`src/rtl/hc595_pkg.sv`:
```
// rtl/hc595_pkg.sv - shared constants and helpers for the 74HC595 receive emulator
//
// Contents:
//   HC595_DATA_W     default frame width (bits per 595 frame)
//   CNT_W            shift-counter width for the default frame width
//   HC595_MSB_FIRST  bit order on ds: 1 = first bit sent lands in the MSB
//   sat_inc()        saturating increment used by the shift counter
package hc595_pkg;

  localparam int HC595_DATA_W    = 16;
  localparam int CNT_W           = $clog2(HC595_DATA_W + 2);
  localparam bit HC595_MSB_FIRST = 1'b1;

  // Increment that sticks at 'limit'; the limit is DATA_W+1 so an over-long
  // frame stays distinguishable from an exact one.
  function automatic logic [7:0] sat_inc(input logic [7:0] val, input logic [7:0] limit);
    if (val >= limit) begin
      return limit;
    end
    return val + 8'd1;
  endfunction

endpackage

```
`src/rtl/hc595_edge_sync.sv`:
```
// rtl/hc595_edge_sync.sv - synchronizer, optional stability filter and rise detector for one 595 clock pin
//
// Optional feature macro: HC595_RX_GLITCH_FILTER_EN (adds the FILT_LEN stability filter)
//
// Ports:
//   clk   in   system clock
//   rst   in   asynchronous active-high reset
//   pin   in   raw asynchronous pin (sh_cp or st_cp)
//   rise  out  one-cycle registered pulse on each accepted 0->1 transition
//
// Pin-to-rise latency is SYNC_STAGES+1 clk (plus FILT_LEN with the filter);
// the top-level ds delay line is sized to match exactly.
module hc595_edge_sync #(
  parameter int SYNC_STAGES = 2
`ifdef HC595_RX_GLITCH_FILTER_EN
  ,
  parameter int FILT_LEN    = 4
`endif
) (
  input  logic clk,
  input  logic rst,
  input  logic pin,
  output logic rise
);

  logic [SYNC_STAGES-1:0] sync_q;
  logic                   cond;
  logic                   prev_q;

  always_ff @(posedge clk or posedge rst) begin
    if (rst) begin
      sync_q <= '0;
    end else begin
      sync_q <= {sync_q[SYNC_STAGES-2:0], pin};
    end
  end

`ifdef HC595_RX_GLITCH_FILTER_EN
  localparam int FCW = $clog2(FILT_LEN + 1);

  logic           filt_q;
  logic [FCW-1:0] filt_cnt;

  // The accepted level flips only on the FILT_LEN-th consecutive sample that
  // disagrees with it; any agreeing sample restarts the run.
  always_ff @(posedge clk or posedge rst) begin
    if (rst) begin
      filt_q   <= 1'b0;
      filt_cnt <= '0;
    end else if (sync_q[SYNC_STAGES-1] == filt_q) begin
      filt_cnt <= '0;
    end else if (filt_cnt == FCW'(FILT_LEN - 1)) begin
      filt_q   <= sync_q[SYNC_STAGES-1];
      filt_cnt <= '0;
    end else begin
      filt_cnt <= filt_cnt + 1'b1;
    end
  end

  assign cond = filt_q;
`else
  assign cond = sync_q[SYNC_STAGES-1];
`endif

  // Registered rise so that a level held high yields exactly one pulse.
  always_ff @(posedge clk or posedge rst) begin
    if (rst) begin
      prev_q <= 1'b0;
      rise   <= 1'b0;
    end else begin
      prev_q <= cond;
      rise   <= cond & ~prev_q;
    end
  end

endmodule

```
`src/rtl/hc595_rx.sv`:
```
// rtl/hc595_rx.sv - oversampling receive-side emulator of a 74HC595 (shift + storage register)
//
// Optional feature macro: HC595_RX_GLITCH_FILTER_EN (stability filter on sh_cp/st_cp,
// ds delay line lengthened by FILT_LEN)
//
// Ports:
//   clk         in   system clock
//   rst         in   asynchronous active-high reset
//   ds          in   serial data pin
//   sh_cp       in   shift clock pin, ds sampled on its rise
//   st_cp       in   storage clock pin, data_out updated on its rise
//   data_out    out  storage register, last latched word
//   data_valid  out  one-cycle pulse when data_out is updated
//   frame_err   out  shift count since previous latch was not DATA_W
//   bit_cnt     out  shifts since last latch, saturating at DATA_W+1
module hc595_rx
  import hc595_pkg::*;
#(
  parameter int DATA_W      = HC595_DATA_W,
  parameter int SYNC_STAGES = 2,
  parameter int FILT_LEN    = 4
) (
  input  logic                          clk,
  input  logic                          rst,
  input  logic                          ds,
  input  logic                          sh_cp,
  input  logic                          st_cp,
  output logic [DATA_W-1:0]             data_out,
  output logic                          data_valid,
  output logic                          frame_err,
  output logic [$clog2(DATA_W+2)-1:0]   bit_cnt
);

  localparam int CW = $clog2(DATA_W + 2);

`ifdef HC595_RX_GLITCH_FILTER_EN
  localparam int FILT_EN = 1;
`else
  localparam int FILT_EN = 0;
`endif

  // Same length as the clock path (sync + rise register, plus filter), so the
  // ds bit used by a shift is the one present at the sh_cp pin edge.
  localparam int DS_DLY = SYNC_STAGES + 1 + FILT_EN * FILT_LEN;

  logic              sh_rise;
  logic              st_rise;
  logic [DS_DLY-1:0] ds_q;
  logic              ds_d;
  logic [DATA_W-1:0] shift_reg;
  logic [DATA_W-1:0] shift_next;
  logic [CW-1:0]     cnt_next;

`ifdef HC595_RX_GLITCH_FILTER_EN
  hc595_edge_sync #(.SYNC_STAGES(SYNC_STAGES), .FILT_LEN(FILT_LEN)) u_sh_sync (
    .clk (clk), .rst (rst), .pin (sh_cp), .rise (sh_rise)
  );
  hc595_edge_sync #(.SYNC_STAGES(SYNC_STAGES), .FILT_LEN(FILT_LEN)) u_st_sync (
    .clk (clk), .rst (rst), .pin (st_cp), .rise (st_rise)
  );
`else
  hc595_edge_sync #(.SYNC_STAGES(SYNC_STAGES)) u_sh_sync (
    .clk (clk), .rst (rst), .pin (sh_cp), .rise (sh_rise)
  );
  hc595_edge_sync #(.SYNC_STAGES(SYNC_STAGES)) u_st_sync (
    .clk (clk), .rst (rst), .pin (st_cp), .rise (st_rise)
  );
`endif

  always_ff @(posedge clk or posedge rst) begin
    if (rst) begin
      ds_q <= '0;
    end else begin
      ds_q <= {ds_q[DS_DLY-2:0], ds};
    end
  end

  assign ds_d = ds_q[DS_DLY-1];

  // Bits shifted past the frame fall off the far end, like the real chip.
  generate
    if (HC595_MSB_FIRST) begin : g_msb_first
      assign shift_next = {shift_reg[DATA_W-2:0], ds_d};
    end else begin : g_lsb_first
      assign shift_next = {ds_d, shift_reg[DATA_W-1:1]};
    end
  endgenerate

  assign cnt_next = CW'(sat_inc(8'(bit_cnt), 8'(DATA_W + 1)));

  // A latch samples shift_reg before any same-cycle shift; that shift then
  // becomes bit 1 of the next frame.
  always_ff @(posedge clk or posedge rst) begin
    if (rst) begin
      shift_reg  <= '0;
      data_out   <= '0;
      data_valid <= 1'b0;
      frame_err  <= 1'b0;
      bit_cnt    <= '0;
    end else begin
      data_valid <= 1'b0;
      if (sh_rise) begin
        shift_reg <= shift_next;
      end
      if (st_rise) begin
        data_out   <= shift_reg;
        data_valid <= 1'b1;
        frame_err  <= (bit_cnt != CW'(DATA_W));
        bit_cnt    <= sh_rise ? CW'(1) : '0;
      end else if (sh_rise) begin
        bit_cnt <= cnt_next;
      end
    end
  end

endmodule

```
`config.mk`:
```
export PLATFORM = sky130hd
export DESIGN_NAME = hc595_rx
export DESIGN_NICKNAME = d
export VERILOG_FILES = /design/src/rtl/hc595_pkg.sv /design/src/rtl/hc595_edge_sync.sv /design/src/rtl/hc595_rx.sv
export SDC_FILE = /design/constraint.sdc
export NUM_CORES = 1
export LEC_CHECK = 0
export ABC_AREA = 1
export ABC_CLOCK_PERIOD_IN_PS = 1470
export CAP_MARGIN = 10
export CORE_MARGIN = 4
export CORE_UTILIZATION = 52
export CTS_CLUSTER_SIZE = 25
export DETAILED_ROUTE_END_ITERATION = 10
export PLACE_DENSITY = 0.77
export SLEW_MARGIN = 0
export SYNTH_ARGS = -nofsm -noshare
export SYNTH_HDL_FRONTEND = slang
export SYNTH_HIERARCHICAL = 1
export SYNTH_SLANG_ARGS = --single-unit
export TNS_END_PERCENT = 20
```
`constraint.sdc`:
```
create_clock -name clk -period 1.47 [get_ports clk]
set_clock_uncertainty 0.15 [all_clocks]
set_input_delay 0.2205 -clock clk [delete_from_list [all_inputs] [get_ports clk]]
set_output_delay 0.2205 -clock clk [all_outputs]
set_load 0.02 [all_outputs]
```
==> results.sh, run 1 <==
export IMPL_outcome="completed"
export IMPL_dp_slack_ns=0.0856
export IMPL_clk_pin_slew_worst_paths_ns=0.12
export IMPL_ys_seq_elements=50
export IMPL_p_sw_w=0.000854
export IMPL_synth_area_um2=1880
export IMPL_grt_first_pass_wirelength_um=5540
export IMPL_netlist_instances=184
export IMPL_layoutNonFillerInstCount=265
export IMPL_drt_wirelength_per_cell_um=11.9
export IMPL_hold_violations=0
export IMPL_setup_slack_ns=0.0571
export IMPL_antenna_found_initial=0
export IMPL_setup_viol=0
export IMPL_cap_violations=0
export IMPL_worst_slew_pin_slew_ns=0.285
export IMPL_layout_common_cells="63 x nand2_1, 50 x dfrtp_1, 18 x o21ai_0"
export IMPL_min_period_ns=1.41
export IMPL_slew_violations=0
export IMPL_clock_sink_count=50
export IMPL_die_width_um=68.1
export IMPL_rows=21
export IMPL_max_freq_mhz=708
export IMPL_power_total_w=0.00287
export IMPL_rsz0062_at_grt="true"
export IMPL_synth_warnings=6
export IMPL_powerDensity_nw_per_um2=1290
export IMPL_leakage_nw=1.13
export IMPL_ys_seq_area_frac=0.667
export IMPL_crit_arrival_ns=1.04
export IMPL_start_util=0.549
export IMPL_cp_required_ns=1.10
export IMPL_crit_chain="clkdlybuf4s15_2"
export IMPL_hold_class="input pin to flop"
export IMPL_crit_path_end_kind="primary output"
export IMPL_drc=0
export IMPL_port_buffers=27
export IMPL_area_growth_pct=18.9
export IMPL_pwr_share_seq=0.584
export IMPL_gp_congestion=0.945
export IMPL_p_comb_frac=0.213
export IMPL_synth_fp_nets=192
export IMPL_diodes=0
export IMPL_max_stage_delay_ns=0.43
export IMPL_via_per_inst=4.92
export IMPL_drive_gt1_frac=0.178
export IMPL_switching_share=0.297
export IMPL_track_usage=0.165
export IMPL_cts_root_buf="clkbuf_4"
export IMPL_syn_avg_cell_area_um2=10.2
export IMPL_startpoint="bit_cnt[1]$_DFFE_PP0P_"
export IMPL_worstPathMaxFanout=3
export IMPL_drtIter0Drc=97
export IMPL_fillers=295
export IMPL_num_vias=1303
export IMPL_startpoint_type="flop"
export IMPL_dp_cells=257
export IMPL_r2r_start="bit_cnt[0]$_DFFE_PP0P_"
export IMPL_clkPwrFrac=0.203
export IMPL_drtAntennaViolNets=0
export IMPL_fin_crit_sh=0.961
export IMPL_coreArea_um2=3420
export IMPL_dieArea_um2=4630
export IMPL_slowest_stage="dfrtp_1"
export IMPL_tns_ns=0
export IMPL_firstDrtPassIters=5
export IMPL_dp_hpwl_um=2140
export IMPL_whs_ns=0.144
export IMPL_cp_top_family="flip-flops"
export IMPL_cts_buffer_depth=2
export IMPL_io_pins=28
export IMPL_worstHoldStart="ds"
export IMPL_numCtsBuffers=5
export IMPL_ys_types=20
export IMPL_die_h_um=68.1
export IMPL_vdd_ir_drop_max_mv=0.681
export IMPL_worstPathBufferInverterCount=1
export IMPL_path_class="flop to primary output"
export IMPL_cts_tree="built"
export IMPL_wl_um=3150
export IMPL_clk_latency_ns=0.35
export IMPL_power_internal_w=0.00202
export IMPL_fin_nets=228
export IMPL_overflow=0
export IMPL_grt_start_max_net_pins=43
export IMPL_first_global_vias=1281
export IMPL_relSlewSlack=0.810
export IMPL_cts_htree_levels=2
export IMPL_mostFrequentLayoutCell="nand2_1"
[path summary, 6_finish.rpt]
path / endpoint / slack, ns / cells after the start
setup / recovery: bit_cnt[1] / 0.06 / 1
hold / removal: ds_q[0]$_DFF_PP0_ / 0.14 / 1
setup reg to reg: bit_cnt[2]$_DFFE_PP0P_ / 0.09 / 5
hold reg to reg: u_sh_sync/sync_q[1]$_DFF_PP0_ / 0.21 / 0
max in group asynchronous: data_out[1]$_DFFE_PP0P_ / 0.30 / 4
min in group asynchronous: u_st_sync/sync_q[0]$_DFF_PP0_ / 0.48 / 3
[repair_timing]
item / in CTS / in global routing
endpoints found under the hold margin: 8 / 0
gates resized for setup: 28 / 35
hold buffers: 1 / 0
setup endpoints to repair: 23 / 26
buffers inserted: 0 / 1
[cell usage after synthesis]
cell type,n,area share
buf_2,4,0.011
nand3_1,4,0.011
nor2_1,3,0.0060
xor2_1,1,0.0047
nand3_2,1,0.0053
dfrtp_1,50,0.67
inv_2,2,0.0040
o21ai_2,1,0.0047
nand2_1,63,0.13
o21ai_0,18,0.048
buf_4,2,0.0080
nor3_2,1,0.0053
o21ai_1,3,0.0080
ha_1,3,0.020
inv_1,17,0.034
nand2_2,1,0.0033
buf_6,1,0.0060
nor2_2,3,0.010
a41oi_1,1,0.0047
a21oi_1,5,0.013
[per-stage QoR]
stage	instance area (um^2)	utilization
2_1_floorplan	1880	-
3_3_place_gp	2220	0.651
3_5_place_dp	2220	0.651
4_1_cts	2260	0.662
5_1_grt	2230	0.653
6_report	2230	0.653
[power by group through the flow]
stage | clock (W) | sequential [W] | combinational, W
2_1_floorplan | 0 | 0.00183 | 0.000243
5_1_grt | 0.000675 | 0.00170 | 0.000694
3_3_place_gp | 0 | 0.00170 | 0.000659
3_5_place_dp | 0 | 0.00171 | 0.000677
4_1_cts | 0.000609 | 0.00168 | 0.000614
6_report | 0.000582 | 0.00168 | 0.000613
[routing by layer]
metal | vias up | track usage | part of all wire
met4 | 0 | 0.0720 | 0.019
met5 | - | 0 | 0
met2 | 42 | 0.267 | 0.48
met3 | 9 | 0.0608 | 0.066
met1 | 610 | 0.198 | 0.43
li1 | 642 | - | -
[logic make-up after synthesis]
group	share of synthesized area
and+or+nand+nor	0.167
DFF	0.667
AOI/OAI and AO/OA	0.0787
buffers and inverters	0.0627
adders and majority gates	0.0200
xor gates and xnor gates	0.00467
[area by class of cell]
| type | count | area, um^2 | area share |
|---|---|---|---|
| multi-input combinational | 108 | 509 | 0.228 |
| inverter | 19 | 71.3 | 0.0320 |
| clock buffer | 6 | 51.3 | 0.0230 |
| timing repair buffer | 36 | 289 | 0.130 |
| sequential | 50 | 1250 | 0.561 |
| tap | 46 | 57.6 | 0.0258 |
No activity file was read; power rests on OpenSTA's default activity.
==> inputs of run 2 (changes only) <==
- SETUP_SLACK_MARGIN: unset -> 0.3
==> run 2 against run 1 <==
Net effect:
- via count rose by 4.5%
- design area rose by 7.1%
- combinational power rose by 19%
- sequential share of layout area fell by 3.6 points
- global-route usage rose by 0.93 points
- non-clock buffer count rose by 11
- clock power rose by 3%
- first-iteration DRC count rose by 25%
- register-to-register slack barely moved
==> results.sh, run 2 (synthesized netlist as in run 1, its figures left out) <==
export IMPL_max_freq_mhz=713
export IMPL_fillers=263
export IMPL_drt_wirelength_per_cell_um=13.0
export IMPL_area_growth_pct=27.4
export IMPL_die_h_um=68.1
export IMPL_hold_violations=0
export IMPL_cts_htree_levels=2
export IMPL_worst_slew_pin_slew_ns=0.264
export IMPL_vdd_ir_drop_max_mv=0.964
export IMPL_r2r_end="bit_cnt[3]$_DFFE_PP0P_"
export IMPL_drtIter0Drc=121
export IMPL_layoutNonFillerInstCount=276
export IMPL_slowest_stage="dfrtp_2"
export IMPL_cap_violations=0
export IMPL_slew_violations=0
export IMPL_fin_area_um2=2390
export IMPL_drive_gt1_frac=0.274
export IMPL_fin_crit_sh=0.954
export IMPL_cp_required_ns=1.10
export IMPL_clk_pin_slew_worst_paths_ns=0.13
export IMPL_min_period_ns=1.40
export IMPL_leakage_nw=1.21
export IMPL_start_util=0.549
export IMPL_crit_path_end_kind="primary output"
export IMPL_fin_util=0.699
export IMPL_dp_hpwl_um=2310
export IMPL_p_comb_frac=0.242
export IMPL_cts_buffer_depth=2
export IMPL_whs_ns=0.120
export IMPL_ff2ff_setup_slack_ns=0.08
export IMPL_pwr_share_seq=0.559
export IMPL_worstPathMaxFanout=3
export IMPL_io_pins=28
export IMPL_rows=21
export IMPL_wl_met2_um=1860
export IMPL_powerDensity_nw_per_um2=1260
export IMPL_wl_um=3590
export IMPL_outcome="completed"
export IMPL_met3_wirelength_um=187
export IMPL_grt_first_pass_wirelength_um=5930
export IMPL_dpl_cell_area_um2=2250
export IMPL_tns_ns=0
export IMPL_hold_class="input pin to asynchronous set/reset pin"
export IMPL_die_width_um=68.1
export IMPL_grt_start_max_net_pins=34
export IMPL_clk_latency_ns=0.36
export IMPL_switching_share=0.307
export IMPL_gp_congestion=0.892
export IMPL_dieArea_um2=4630
export IMPL_clock_sink_count=50
export IMPL_mostFrequentLayoutCell="nand2_1"
export IMPL_numCtsBuffers=5
export IMPL_overflow=0
export IMPL_rr_worst_depth=8
export IMPL_dp_cells=257
export IMPL_power_internal_w=0.00209
export IMPL_rsz0062_at_grt="true"
export IMPL_max_stage_delay_ns=0.44
export IMPL_firstDrtPassIters=4
export IMPL_layout_common_cells="62 x nand2_1, 47 x dfrtp_1, 17 x o21ai_0"
export IMPL_top_layer_used="met4"
export IMPL_setup_viol=0
export IMPL_relSlewSlack=0.823
export IMPL_path_class="flop to primary output"
export IMPL_port_buffers=27
export IMPL_r2r_start="bit_cnt[1]$_DFFE_PP0P_"
export IMPL_crit_arrival_ns=1.03
export IMPL_coreArea_um2=3420
export IMPL_num_vias=1361
export IMPL_crit_chain="buf_6 > buf_6"
export IMPL_first_global_vias=1354
export IMPL_clkPwrFrac=0.199
export IMPL_cts_root_buf="clkbuf_4"
export IMPL_via_per_inst=4.93
export IMPL_cts_tree="built"
export IMPL_met1_length_um=1480
export IMPL_diodes=0
export IMPL_antenna_found_initial=0
export IMPL_drtAntennaViolNets=0
export IMPL_track_usage=0.175
export IMPL_startpoint_type="flop"
export IMPL_drc=0
export IMPL_p_sw_w=0.000926
export IMPL_crit_top_cell="buf_6"
export IMPL_fin_nets=239
[run 2: area by class of cell]
cell class | count | area (um^2) | share of cell area
Inverter | 19 | 82.6 | 0.0346
Tap cell | 46 | 57.6 | 0.0241
Sequential cell | 50 | 1250 | 0.525
Timing Repair Buffer | 47 | 404 | 0.169
Multi-Input combinational cell | 108 | 538 | 0.225
Clock buffer | 6 | 51.3 | 0.0215
[run 2: worst max-delay path by stage]
stage                                       from                endpoint  slack, ns  cells after the start
after floorplan           bit_cnt[1]$_DFFE_PP0P_  bit_cnt[3]$_DFFE_PP0P_       0.20                      7
after global placement    bit_cnt[1]$_DFFE_PP0P_              bit_cnt[1]       0.10                      1
after detailed placement  bit_cnt[0]$_DFFE_PP0P_  bit_cnt[2]$_DFFE_PP0P_       0.07                      7
after CTS                 bit_cnt[0]$_DFFE_PP0P_  bit_cnt[2]$_DFFE_PP0P_       0.09                      7
after global routing      bit_cnt[1]$_DFFE_PP0P_  bit_cnt[3]$_DFFE_PP0P_       0.01                      8
final                     bit_cnt[1]$_DFFE_PP0P_              bit_cnt[1]       0.07                      2
[run 2: per-layer routing]
layer,vias to the layer above,GRT usage
met1,660,0.218
met3,8,0.0427
li1,659,-
met5,-,0
met2,34,0.283
met4,0,0.0868
[run 2: through the flow]
step / total power, W / setup WS (ns)
finish: 0.00302 / 0.0671
global route: 0.00320 / 0.0100
CTS: 0.00299 / 0.0907
detailed placement: 0.00241 / 0.0728
global placement: 0.00238 / 0.103
floorplan: 0.00209 / 0.204
[run 2: power by group through the flow]
stage / Combinational [W] / Clock, W / Sequential (W)
3_3_place_gp: 0.000676 / 0 / 0.00170
5_1_grt: 0.000797 / 0.000688 / 0.00171
2_1_floorplan: 0.000253 / 0 / 0.00183
4_1_cts: 0.000691 / 0.000616 / 0.00168
6_report: 0.000729 / 0.000602 / 0.00169
3_5_place_dp: 0.000703 / 0 / 0.00171
[run 2: critical path: cells and delay by family, from the launching register on]
family	cells	cell delay, ns
flip-flops	1	0.44
buffers and inverters	2	0.24
[run 2: repair_timing]
item / 4_1_cts / 5_1_grt
resized for setup: 107 / 15
pin swaps: 1 / 2
hold endpoints to repair: 8 / 4
endpoints found under the setup margin: 42 / 42
buffers inserted: 5 / 4
hold buffers: 2 / 2
==> inputs of run 3 (changes only) <==
- CORE_MARGIN: 4 -> unset
- CORE_UTILIZATION: 52 -> 53
- CTS_BUF_LIST: unset -> sky130_fd_sc_hd__clkbuf_8
- PLACE_DENSITY: 0.77 -> 0.78
==> run 3 against run 2 <==
Net effect:
- non-clock buffer count down 9
- combinational power down 2%
- die area down 18%
- global-route usage up 3.2 points
- total power up 18%
- cell count down 2.5%
- wire length down 8.4%
- register-to-register slack better by 0.02 ns
- clock power up 91%
- sequential cell count unchanged
- fmax up 2.3%
- utilization up 3.2 points
- critical path type is now flop to flop
- largest power group unchanged
==> results.sh, run 3 (synthesized netlist as in run 1, its figures left out) <==
export IMPL_dieArea_um2=3780
export IMPL_hold_class="input pin to asynchronous set/reset pin"
export IMPL_gp_congestion=0.716
export IMPL_first_global_vias=1316
export IMPL_crit_path_end_kind="flop"
export IMPL_startpoint_type="flop"
export IMPL_drc=0
export IMPL_start_util=0.558
export IMPL_leakage_nw=1.22
export IMPL_r2r_end="bit_cnt[2]$_DFFE_PP0P_"
export IMPL_ctsHoldBuffers=0
export IMPL_die_width_um=61.5
export IMPL_wl_um=3290
export IMPL_grt_start_max_net_pins=34
export IMPL_antenna_found_initial=0
export IMPL_via_per_inst=4.91
export IMPL_die_h_um=61.5
export IMPL_worstPathMaxFanout=6
export IMPL_slew_violations=0
export IMPL_fin_crit_sh=0.933
export IMPL_power_total_w=0.00356
export IMPL_mostFrequentLayoutCell="nand2_1"
export IMPL_drive_gt1_frac=0.224
export IMPL_layout_common_cells="63 x nand2_1, 47 x dfrtp_1, 17 x o21ai_0"
export IMPL_powerDensity_nw_per_um2=1450
export IMPL_max_freq_mhz=729
export IMPL_overflow=0
export IMPL_relSlewSlack=0.828
export IMPL_ff2ff_setup_slack_ns=0.1
export IMPL_min_period_ns=1.37
export IMPL_drtAntennaViolNets=0
export IMPL_drt_wirelength_per_cell_um=12.2
export IMPL_tns_ns=0
export IMPL_drtIter0Drc=85
export IMPL_cts_buffer_depth=2
export IMPL_rows=21
export IMPL_io_pins=28
export IMPL_dp_hpwl_um=2310
export IMPL_crit_arrival_ns=1.45
export IMPL_coreArea_um2=3360
export IMPL_rr_worst_depth=7
export IMPL_cts_htree_levels=2
export IMPL_r2r_start="bit_cnt[0]$_DFFE_PP0P_"
export IMPL_diodes=0
export IMPL_num_vias=1321
export IMPL_vdd_ir_drop_max_mv=0.870
export IMPL_cap_violations=0
export IMPL_cts_root_buf="clkbuf_8"
export IMPL_clk_latency_ns=0.30
export IMPL_cp_required_ns=1.55
export IMPL_numCtsBuffers=5
export IMPL_rsz0062_at_grt="true"
export IMPL_setup_viol=0
export IMPL_whs_ns=0.0471
export IMPL_endpoint="bit_cnt[2]$_DFFE_PP0P_"
export IMPL_clk_pin_slew_worst_paths_ns=0.08
export IMPL_worst_slew_pin_slew_ns=0.257
export IMPL_path_class="flop to flop"
export IMPL_clock_sink_count=50
export IMPL_startpoint="bit_cnt[0]$_DFFE_PP0P_"
export IMPL_firstDrtPassIters=4
export IMPL_hold_violations=0
export IMPL_grt_first_pass_wirelength_um=5490
export IMPL_track_usage=0.206
export IMPL_fin_nets=230
export IMPL_area_growth_pct=31.2
export IMPL_outcome="completed"
export IMPL_cts_tree="built"
export IMPL_port_buffers=27
run 3: critical path, cell delays in order (launching register included):
cell	delay (ns)
dfrtp_2	0.41
buf_6	0.14
ha_4	0.16
nor2_4	0.08
nand3_2	0.10
nand2_4	0.09
nand2_1	0.06
a21oi_2	0.12
run 3: metal layers:
layer | part of all wire | track usage | vias up
met5 | 0 | 0 | -
met4 | 0.021 | 0.130 | 0
met2 | 0.52 | 0.347 | 35
met1 | 0.42 | 0.234 | 634
li1 | - | - | 644
met3 | 0.036 | 0.0525 | 8
run 3: metrics by stage:
stage               area [um^2]   util  setup WS (ns)  instances
floorplan                  1900      -          0.204        184
global placement           2260  0.672          0.109        257
detailed placement         2260  0.672         0.0595        257
CTS                        2430  0.723         0.0866        268
global route               2460  0.731         0.0324        269
finish                     2460  0.731         0.0983        269
run 3: report_power, final:
group | total, W | internal, W | switching, W
clock | 0.00115 | 0.000725 | 0.000424
sequential | 0.00170 | 0.00157 | 0.000127
combinational | 0.000713 | 0.000312 | 0.000401
total | 0.00356 | 0.00261 | 0.000953
run 3: timing repair:
item / 4_1_cts / 5_1_grt
setup buffers: 3 / 1
pin swaps: 0 / 0
cloned: 0 / 0
hold endpoints to repair: 0 / 0
gates resized for setup: 71 / 32
endpoints found under the setup margin: 43 / 44
run 3: how the worst min path moves through the flow:
stage | startpoint | to | slack [ns] | depth (start not counted)
2_1_floorplan | rst | u_sh_sync/prev_q$_DFF_PP0_ | -0.16 | 1
3_3_place_gp | ds_q[0]$_DFF_PP0_ | ds_q[1]$_DFF_PP0_ | 0.18 | 0
3_5_place_dp | ds_q[1]$_DFF_PP0_ | ds_q[2]$_DFF_PP0_ | 0.19 | 0
4_1_cts | rst | u_st_sync/sync_q[1]$_DFF_PP0_ | 0.04 | 2
5_1_grt | rst | u_sh_sync/rise$_DFF_PP0_ | 0.05 | 2
6_report | rst | u_sh_sync/prev_q$_DFF_PP0_ | 0.05 | 2
run 3: cell type report:
cell class	count	area (um^2)
multi-input cells	108	536
well taps	46	57.6
clock inverters	2	60.1
inverters	19	80.1
fillers	260	903
flip-flops and latches	50	1250
clock buffers	6	82.6
repair buffers	38	389
==> variant (settings of run 3) <==
Register the output `bit_cnt` once more; this adds one clock of latency there. The other outputs are not delayed to match.
--- a/src/rtl/hc595_rx.sv
+++ b/src/rtl/hc595_rx.sv
@@ -43,6 +43,8 @@
   // ds bit used by a shift is the one present at the sh_cp pin edge.
   localparam int DS_DLY = SYNC_STAGES + 1 + FILT_EN * FILT_LEN;
 
+  logic [$clog2(DATA_W+2)-1:0] bit_cnt_s0;
+
   logic              sh_rise;
   logic              st_rise;
   logic [DS_DLY-1:0] ds_q;
@@ -86,7 +88,7 @@
     end
   endgenerate
 
-  assign cnt_next = CW'(sat_inc(8'(bit_cnt), 8'(DATA_W + 1)));
+  assign cnt_next = CW'(sat_inc(8'(bit_cnt_s0), 8'(DATA_W + 1)));
 
   // A latch samples shift_reg before any same-cycle shift; that shift then
   // becomes bit 1 of the next frame.
@@ -96,7 +98,7 @@
       data_out   <= '0;
       data_valid <= 1'b0;
       frame_err  <= 1'b0;
-      bit_cnt    <= '0;
+      bit_cnt_s0 <= '0;
     end else begin
       data_valid <= 1'b0;
       if (sh_rise) begin
@@ -105,11 +107,19 @@
       if (st_rise) begin
         data_out   <= shift_reg;
         data_valid <= 1'b1;
-        frame_err  <= (bit_cnt != CW'(DATA_W));
-        bit_cnt    <= sh_rise ? CW'(1) : '0;
+        frame_err  <= (bit_cnt_s0 != CW'(DATA_W));
+        bit_cnt_s0 <= sh_rise ? CW'(1) : '0;
       end else if (sh_rise) begin
-        bit_cnt <= cnt_next;
+        bit_cnt_s0 <= cnt_next;
       end
+    end
+  end
+
+  always_ff @(posedge clk or posedge rst) begin
+    if (rst) begin
+      bit_cnt <= '0;
+    end else begin
+      bit_cnt <= bit_cnt_s0;
     end
   end
 
Behaviour: not the same (a bounded check fails within 10 cycles, from zero or initial values and one cycle with rst high).
==> variant against run 3 <==
Hold slack worse by 12 ps. Sequential cell count up 5. Design area up 2.6%. Routed wire length up 7.1%. Total power up 1.1%. Synthesized area up 8.1%. Setup slack better by 64 ps. Synthesized cell count up 6.0%. Critical path type unchanged. Largest cell class unchanged. Highest routed layer unchanged.
==> variant: results (changes against run 3) <==
Parameter                              Value

Synthesis
  Commonest cells in the netlist    sky130_fd_sc_hd__nand2_1, sky130_fd_sc_hd__dfrtp_1, sky130_fd_sc_hd__inv_1
  Predominant post-synthesis flop cell    sky130_fd_sc_hd__dfrtp_1
  Distinct cell type count of the synthesized netlist    23 (+15%)
  Register area share after synthesis    0.679 (+0.0119)
  Synth async-reset ratio    1.00 (unchanged)
  Area contributors post-synth    sky130_fd_sc_hd__dfrtp_1, sky130_fd_sc_hd__nand2_1, sky130_fd_sc_hd__inv_1
  Yosys warning count    6 (unchanged)

Run status
  Status    finished clean

Detailed routing
  Number of violations reported at the end of detailed-routing iteration 0    109 (+28%)
  Mean number of vias per cell    4.89 (-0.49%)
  Final routed wirelength across all metal layers    3520 µm (+7.1%)
  Drt first pass iters    4 (unchanged)

Worst setup path
  Signal arrival time at the worst endpoint    1400 ps (-50 ps)
  Length in cells of the worst reg-to-reg path    6 (-1)
  R2r startpoint    bit_cnt_s0[0]
  Kind of cell with the highest combined delay on the critical path    flip-flops
  Critical Path Max Stage Delay    470 ps (+60 ps)
  Endpoint of the most critical register-to-register path    bit_cnt_s0[2]
  Crit-path max FO    4 (-2)
  Slowest cell on the critical path    sky130_fd_sc_hd__dfrtp_2
  Worst setup slack for register-to-register paths    160 ps (+60 ps)

CTS
  Maximum level of the CTS H-tree    2 (unchanged)
  Reg clk slew, reported paths    90 ps
  Number of CTS-inserted buffers    5 (unchanged)
  Clock root buffer    sky130_fd_sc_hd__clkbuf_8
  Maximum buffer depth of the clock tree    2 (unchanged)
  Later-pin clock latency in the skew report    310 ps

Flow run
  Number of maximum-capacitance constraint violations    0 (unchanged)

Timing
  Relative max-transition margin    0.822 (-0.00636)
  Hold_ws    35.4 ps (-11.6 ps)

Final layout
  Net count of the finished layout    242 (+5.2%)
  Layout cell share with drive strength beyond 1    0.281 (+0.0566)
  Number of antenna diodes    0 (unchanged)
  Number of fill cells    271 (+4.2%)

Power and ir drop
  Standby leakage power    1.32 nW (+8.8%)
  Worst VDD drop    0.000770 V (-11%)

Global routing
  Overall fraction of global-route tracks in use    0.201 (-0.00551)
  Maximum number of pins on one net before global-route repair    48 (+41%)
  Via count of the first global-routing pass    1309 (-0.53%)
  Global-route wire length before repair    6070 µm (+11%)
  Number of antenna violations at the first check in global routing    0 (unchanged)

Placement
  RePlAce Congestion    0.819 (+14%)
  Placed wire-length estimate after detailed placement    2200 µm (-4.8%)
variant: changes by cell type after synthesis, moves of 5 or more:
| cell | before | now |
|---|---|---|
| sky130_fd_sc_hd__dfrtp_1 | 50 | 55 |
| sky130_fd_sc_hd__inv_1 | 17 | 11 |
| sky130_fd_sc_hd__nand2_1 | 63 | 85 |
| sky130_fd_sc_hd__o21ai_0 | 18 | 5 |
variant: kinds of logic (layout without fill, tap and decap cells):
family | after synthesis | count (layout) | share of synthesized area
compound gates | 16 | 16 | 0.0451
xor+xnor | 1 | 1 | 0.00432
fa+ha+maj | 3 | 3 | 0.0185
buf+inv | 20 | 60 | 0.0506
flops | 55 | 55 | 0.679
simple gates | 100 | 100 | 0.202
variant: layout make-up:
cell class              instances  area (µm²)  share of cell area
well taps                      48        60.1              0.0238
multi-input cells             120         608               0.241
repair buffers                 39         305               0.121
inverters                      13        55.1              0.0218
clock buffers                   6        82.6              0.0327
flip-flops and latches         55        1380               0.546
clock inverters                 2        35.0              0.0139
variant: how the worst max path moves through the flow:
stage	from	end	slack (ps)	depth (start not counted)
floorplan	bit_cnt_s0[0]	bit_cnt_s0[3]	200	6
global placement	data_out[10]	data_out[10]	150	1
detailed placement	bit_cnt_s0[1]	bit_cnt_s0[3]	90	7
CTS	bit_cnt_s0[0]	bit_cnt_s0[2]	200	6
global route	bit_cnt_s0[0]	bit_cnt_s0[2]	110	6
finish	bit_cnt_s0[0]	bit_cnt_s0[2]	160	6
variant: worst reg2reg max path: cells and delay by family, from the launching register on:
kind                     cells  cell delay, ps
flip-flops                   1             470
AND/OR/NAND/NOR              4             320
adder cells (fa/ha/maj)      1             180
AO/OA/AOI/OAI                1             120
variant: routing by layer:
layer  track usage  up-vias  part of all wire  wire length (µm)
met3        0.0482        8             0.040               142
met2         0.316       29              0.48              1700
met1         0.259      673              0.46              1610
li1              -      673                 -                 -
met5             0        -                 0                 0
met4         0.102        0             0.020                69
variant: per-stage QoR:
| stage | power (W) | std cells | cell area [µm²] | setup WS [ps] |
|---|---|---|---|---|
| final | 0.00360 | 283 | 2520 | 163 |
| after global routing | 0.00377 | 283 | 2520 | 107 |
| after CTS | 0.00357 | 281 | 2490 | 199 |
| after detailed placement | 0.00255 | 269 | 2370 | 87.1 |
| after global placement | 0.00253 | 269 | 2370 | 147 |
| after floorplan | 0.00225 | 195 | 2030 | 196 |
variant: what timing repair did:
action                                  in CTS  in global routing
pin swaps                                    3                  1
endpoints found under the hold margin        0                  0
resized for setup                          115                  6
buffers inserted                             4                  2
endpoints found under the setup margin      30                 40
variant: report_power, final:
| group | total (W) | switching (W) | internal, W |
|---|---|---|---|
| Clock | 0.00102 | 0.000468 | 0.000551 |
| Sequential | 0.00188 | 0.000154 | 0.00173 |
| Combinational | 0.000701 | 0.000404 | 0.000297 |
